===== src/rtl/alu_pipe.sv =====
// alu_pipe: handshaked, parametrised ALU. Single-cycle ops take one clock; MUL
// (op 1011) runs an iterative shift-add over WIDTH clocks. The result and the
// Z/C/N/V flags are held registered until the consumer accepts them.
//
// Ports:
//   clk, rst_n          rising-edge clock, async active-low reset
//   in_valid/in_ready   input handshake; a, b, op captured on transfer
//   a, b [WIDTH]        operands
//   op [4]              opcode
//   out_valid/out_ready output handshake
//   result [WIDTH]      registered result
//   zf, cf, nf, vf      zero, carry/borrow/shift-out, negative, signed overflow
module alu_pipe #(
    parameter int unsigned WIDTH = 8
) (
    input  logic             clk,
    input  logic             rst_n,
    input  logic             in_valid,
    output logic             in_ready,
    input  logic [WIDTH-1:0] a,
    input  logic [WIDTH-1:0] b,
    input  logic [3:0]       op,
    output logic             out_valid,
    input  logic             out_ready,
    output logic [WIDTH-1:0] result,
    output logic             zf,
    output logic             cf,
    output logic             nf,
    output logic             vf
);

    localparam int unsigned MSB = WIDTH - 1;
    localparam int unsigned CW  = $clog2(WIDTH + 1);

    localparam logic [1:0] IDLE = 2'd0;
    localparam logic [1:0] BUSY = 2'd1;
    localparam logic [1:0] DONE = 2'd2;

    localparam logic [3:0] OP_MUL = 4'b1011;

    logic [1:0]         state_q, state_d;
    logic [WIDTH-1:0]   result_q, result_d;
    logic               zf_q, zf_d, cf_q, cf_d, nf_q, nf_d, vf_q, vf_d;
    logic [2*WIDTH-1:0] mcand_q, mcand_d, acc_q, acc_d;
    logic [WIDTH-1:0]   mplier_q, mplier_d;
    logic [CW-1:0]      cnt_q, cnt_d;

    logic               accept;
    logic [WIDTH-1:0]   one_w;
    logic [WIDTH:0]     add_ext, inc_ext;
    logic [WIDTH-1:0]   sub_res, dec_res;
    logic [WIDTH-1:0]   alu_res;
    logic               alu_cf, alu_vf;
    logic [2*WIDTH-1:0] acc_step;

    assign one_w     = {{(WIDTH-1){1'b0}}, 1'b1};
    // Gated by rst_n so nothing appears ready while reset is held.
    assign in_ready  = rst_n && ((state_q == IDLE) || ((state_q == DONE) && out_ready));
    assign out_valid = (state_q == DONE);
    assign accept    = in_valid && in_ready;

    assign add_ext  = {1'b0, a} + {1'b0, b};
    assign inc_ext  = {1'b0, a} + {1'b0, one_w};
    assign sub_res  = a - b;
    assign dec_res  = a - one_w;
    assign acc_step = acc_q + (mplier_q[0] ? mcand_q : '0);

    // Single-cycle datapath, evaluated on the live inputs at acceptance.
    always_comb begin
        alu_res = '0;
        alu_cf  = 1'b0;
        alu_vf  = 1'b0;
        unique case (op)
            4'b0000: begin
                alu_res = add_ext[WIDTH-1:0];
                alu_cf  = add_ext[WIDTH];
                alu_vf  = (a[MSB] == b[MSB]) && (add_ext[MSB] != a[MSB]);
            end
            4'b0001: begin
                alu_res = sub_res;
                alu_cf  = (a < b);
                alu_vf  = (a[MSB] != b[MSB]) && (sub_res[MSB] != a[MSB]);
            end
            4'b0010: alu_res = a & b;
            4'b0011: alu_res = a | b;
            4'b0100: alu_res = a ^ b;
            4'b0101: alu_res = ~a;
            4'b0110: begin
                alu_res = inc_ext[WIDTH-1:0];
                alu_cf  = inc_ext[WIDTH];
                alu_vf  = !a[MSB] && inc_ext[MSB];
            end
            4'b0111: begin
                alu_res = dec_res;
                alu_cf  = (a == '0);
                alu_vf  = a[MSB] && !dec_res[MSB];
            end
            4'b1000: begin
                alu_res = {a[WIDTH-2:0], 1'b0};
                alu_cf  = a[MSB];
            end
            4'b1001: begin
                alu_res = {1'b0, a[WIDTH-1:1]};
                alu_cf  = a[0];
            end
            4'b1010: alu_res = (a == b) ? '0 : one_w;
            4'b1100: alu_res = ($signed(a) < $signed(b)) ? one_w : '0;
            default: alu_res = '0; // MUL handled iteratively; 1101..1111 yield 0
        endcase
    end

    always_comb begin
        state_d  = state_q;
        result_d = result_q;
        zf_d     = zf_q;
        cf_d     = cf_q;
        nf_d     = nf_q;
        vf_d     = vf_q;
        mcand_d  = mcand_q;
        mplier_d = mplier_q;
        acc_d    = acc_q;
        cnt_d    = cnt_q;

        if (state_q == BUSY) begin
            acc_d    = acc_step;
            mcand_d  = {mcand_q[2*WIDTH-2:0], 1'b0};
            mplier_d = {1'b0, mplier_q[WIDTH-1:1]};
            cnt_d    = cnt_q + 1'b1;
            if (cnt_q == CW'(WIDTH - 1)) begin
                state_d  = DONE;
                result_d = acc_step[WIDTH-1:0];
                zf_d     = (acc_step[WIDTH-1:0] == '0);
                nf_d     = acc_step[MSB];
                cf_d     = |acc_step[2*WIDTH-1:WIDTH];
                vf_d     = 1'b0;
            end
        end else if (state_q == DONE && out_ready && !in_valid) begin
            state_d = IDLE;
        end else if (state_q != IDLE && state_q != DONE) begin
            state_d = IDLE;
        end

        if (accept) begin
            if (op == OP_MUL) begin
                state_d  = BUSY;
                mcand_d  = {{WIDTH{1'b0}}, a};
                mplier_d = b;
                acc_d    = '0;
                cnt_d    = '0;
            end else begin
                state_d  = DONE;
                result_d = alu_res;
                zf_d     = (alu_res == '0);
                nf_d     = alu_res[MSB];
                cf_d     = alu_cf;
                vf_d     = alu_vf;
            end
        end
    end

    always_ff @(posedge clk or negedge rst_n) begin
        if (!rst_n) begin
            state_q  <= IDLE;
            result_q <= '0;
            zf_q     <= 1'b0;
            cf_q     <= 1'b0;
            nf_q     <= 1'b0;
            vf_q     <= 1'b0;
            mcand_q  <= '0;
            mplier_q <= '0;
            acc_q    <= '0;
            cnt_q    <= '0;
        end else begin
            state_q  <= state_d;
            result_q <= result_d;
            zf_q     <= zf_d;
            cf_q     <= cf_d;
            nf_q     <= nf_d;
            vf_q     <= vf_d;
            mcand_q  <= mcand_d;
            mplier_q <= mplier_d;
            acc_q    <= acc_d;
            cnt_q    <= cnt_d;
        end
    end

    assign result = result_q;
    assign zf     = zf_q;
    assign cf     = cf_q;
    assign nf     = nf_q;
    assign vf     = vf_q;

endmodule


===== config.mk =====
export PLATFORM = sky130hd
export DESIGN_NAME = alu_pipe
export DESIGN_NICKNAME = d
export VERILOG_FILES = /design/src/rtl/alu_pipe.sv
export SDC_FILE = /design/constraint.sdc
export NUM_CORES = 1
export LEC_CHECK = 0
export CAP_MARGIN = 0
export CORE_MARGIN = 3
export CORE_UTILIZATION = 65
export CTS_CLUSTER_DIAMETER = 80
export DETAILED_ROUTE_END_ITERATION = 8
export PLACE_DENSITY = 0.92
export SLEW_MARGIN = 20
export SYNTH_ARGS = -nofsm -noshare
export SYNTH_HDL_FRONTEND = slang
export SYNTH_SLANG_ARGS = --single-unit

===== constraint.sdc =====
create_clock -name clk -period 4 [get_ports clk]
set_input_delay 0.6 -clock clk [delete_from_list [all_inputs] [get_ports clk]]
set_output_delay 0.6 -clock clk [all_outputs]
set_load 0.02 [all_outputs]

==> flow_summary_export.csv <==
group,metric,value,unit
floorplanning,core.rowCount,32,
power,comb_power_share,0.411,
logic_synthesis,synthFlopType,"dfrtp_1",
final_layout,drive_above_1_share,0.0891,
clocking,clk_latency,0.35,ns
floorplanning,die-height,97,um
logic_synthesis,synth-simple-area-share,0.230,
critical_path,crit_arrival,3.69,ns
route,drt_first_iter_violations,821,
logic_synthesis,yosysMostFrequentCell,"nand2_1",
sta,post-route-period-util,0.858,
place,place.gp.congestion,1.03,
global_routing,track_usage,0.371,
global_routing,grt_overflow,0,
critical_path,crit_type,"primary input to flip-flop",
final_layout,nets,777,
power,power_density,434,mW/mm^2
sta,maxSlewViolCount,0,
final_layout,layout.area.seq,0.00145,mm^2
logic_synthesis,yosys.area_share.xor_xnor,0.0456,
logic_synthesis,post_synth_most_frequent_cells,"nand2_1, dfrtp_1, a21oi_1",
logic_synthesis,synth-compound-area-share,0.242,
logic_synthesis,yosysWarnings,0,
sta,period_minus_slack,3.43,ns
place,io_buffer_count,37,
clocking,cts.repair.resized,0,
final_layout,n_fill_cell,562,
logic_synthesis,synth.largest_area_cell,"dfrtp_1",
sta,final.setup.tns,0,ns
sta,hold_viol_final,0,
power,clkPwrFrac,0.259,
floorplanning,die-area,0.00941,mm^2
global_routing,antenna_found_initial,0,
logic_synthesis,netlist_area,0.00538,mm^2
hold_path,min_path_type,"primary input to async pin",
run,cap_viol_max_count,0,
logic_synthesis,synth_top_family_by_area,"compound AO/OA/AOI/OAI gates",
critical_path,critPathCaptureType,"flip-flop",
floorplanning,initial_utilization,0.682,
clocking,htreeDepth,3,
power,switching_share,0.382,
floorplanning,io_pins,38,
route,vias_per_cell,6.86,
sta,worstMarginPinSlew,0.751,ns
power,power_leakage,0.00277,uW
final_layout,fin_area,0.00614,mm^2
logic_synthesis,synthAdderAreaFrac,0.120,
place,dpl.hpwl,13.0,mm
clocking,postCtsSetupBuffers,0,
final_layout,n_antenna_cell,0,
status,status,"complete, no violations",
logic_synthesis,syn_area_per_cell,8.01,um^2
final_layout,multi_input_area,0.00361,mm^2
clocking,cts_made_buffers,9,
sta,maxSlewHeadroom,0.499,
power,p_int,1650,uW
route,drc,0,
route,avgRoutedWirePerCell,21.4,um
power,power,2670,uW
floorplanning,dieWidth,97,um
critical_path,reg2reg_slack,0.65,ns
route,drt-total-wl,17.3,mm
power,vdd_drop_max,0.301,mV
place,dpl_cell_area,0.00589,mm^2
logic_synthesis,synthTopCellsByArea,"dfrtp_1, ha_1, nand2_1, a21oi_1, mux2i_1",
sta,fmax,291,MHz
route,num_vias,5548,
clocking,cts_tree,"yes",
floorplanning,coreArea,0.00789,mm^2
clocking,cts.sinks,58,
clocking,cts-root-buf,"clkbuf_8",
critical_path,crit_fanout,12,
global_routing,grt_max_degree,60,
clocking,cts_buffer_depth,2,
route,ant_nets,0,
logic_synthesis,synthArstFlopShare,1.00,
final_layout,synthToLayoutAreaGrowth,14.2,%
logic_synthesis,synth_top_area_share,0.270,
global_routing,first_global_vias,5319,
sta,setup_viol,0,
logic_synthesis,synth.net_count,746,
route,dr.pass1.iters,6,
power,switchingPower,1020,uW
logic_synthesis,muxShareOfSynthArea,0.0318,
power,power.share.sequential,0.329,
logic_synthesis,ys_ff_latch,58,
global_routing,grt_pass1_wl,28.1,mm
sta,rsz0062_at_grt,"no",
logic_synthesis,yosysSeqAreaShare,0.270,
sta,fin_skew,0.0102,ns
logic_synthesis,synth-edff-count,0,
clocking,ctsHoldBuffers,0,
critical_path,worst_setup_path_start_kind,"primary input",
logic_synthesis,syn_inst,672,
logic_synthesis,ys_types,74,
clocking,clk_pin_slew_worst_paths,0.07,ns
critical_path,cp.required,4.26,ns
## state kept, by name, indices dropped and copies added, names as in the netlist
| name | count |
|---|---|
| acc_q | 16 |
| mcand_q | 16 |
| mplier_q | 8 |
| result | 8 |
| cnt_q | 4 |
| state_q | 2 |
| cf | 1 |
| nf | 1 |
| vf | 1 |
| zf | 1 |
## layout make-up
cell class	count	area share
multi-input combinational	537	0.588
sequential	58	0.236
timing repair buffer	64	0.0945
clock buffer	11	0.0246
tap	102	0.0208
inverter	33	0.0202
clock inverter	4	0.0161
## cell usage in the layout, fill, tap and decap left out, types with 5 or more instances in the layout
cell type,Yosys,layout
nand2_1,105,105
dfrtp_1,58,58
a21oi_1,54,54
ha_1,47,47
clkdlybuf4s50_1,0,36
nor2_1,34,34
inv_1,32,32
o21ai_0,32,32
buf_4,1,26
nand3_1,18,18
and2_1,16,16
xnor2_1,16,16
mux2i_1,16,16
o22ai_1,13,13
xor2_1,12,12
nor3_1,12,11
a31oi_1,11,11
clkbuf_8,0,11
and3_1,10,10
nand2b_1,9,8
o21bai_1,7,7
nor3b_1,7,7
nor2b_1,6,6
nor4_1,6,6
o21ai_1,6,6
o31ai_1,5,5
a32oi_1,5,5
nand4_1,5,5
a22oi_1,5,5
a21o_1,5,5
## through the flow
stage / instances / hold slack (ns) / util / worst slack (ns)
floorplan: 672 / 0.304 / - / 1.18
detailed placement: 794 / 0.521 / 0.747 / 0.360
CTS: 809 / 0.477 / 0.779 / 0.702
finish: 809 / 0.431 / 0.779 / 0.567
global placement: 794 / 0.511 / 0.747 / 0.448
global route: 809 / 0.524 / 0.779 / 0.381
## cells by family after synthesis
group / Yosys count
xor+xnor: 28
fa+ha+maj: 50
flops: 58
compound gates: 193
simple gates: 249
buf+inv: 77
mux: 17
## power by group through the flow
stage | combinational (uW) | clock, uW | sequential (uW)
2_1_floorplan | 731 | 0 | 874
3_3_place_gp | 1010 | 0 | 865
3_5_place_dp | 1060 | 0 | 885
4_1_cts | 1070 | 692 | 875
5_1_grt | 1200 | 720 | 899
6_report | 1100 | 692 | 879
## routing by layer
metal	GRT usage	vias to the layer above	wire length, um
met5	0	-	0
met4	0.116	0	567
met3	0.0872	65	2230
met2	0.566	393	7630
met1	0.521	2600	6850
li1	-	2490	-
## worst max-delay path: stages
cell and delay (ns):
clkdlybuf4s50_1 0.79, inv_1 0.22, ha_1 0.41, a21oi_1 0.20, o211ai_1 0.20, o41ai_2 0.50, a221oi_1 0.19, o21ai_1 0.35
a2bb2oi_1 0.21
## path summary, 6_finish.rpt
check / startpoint / to / cells past startpoint
worst max register to register: mplier_q[0]$_DFF_PN0_ / cf$_DFF_PN0_ / 9
max in group asynchronous: rst_n / acc_q[9]$_DFF_PN0_ / 2
worst min-delay path: rst_n / result[6]$_DFF_PN0_ / 2
worst min register to register: acc_q[4]$_DFF_PN0_ / acc_q[4]$_DFF_PN0_ / 2
worst max-delay path: a[1] / nf$_DFF_PN0_ / 9
min in group clk: acc_q[4]$_DFF_PN0_ / acc_q[4]$_DFF_PN0_ / 2
Power figures use the tool's default switching activity.
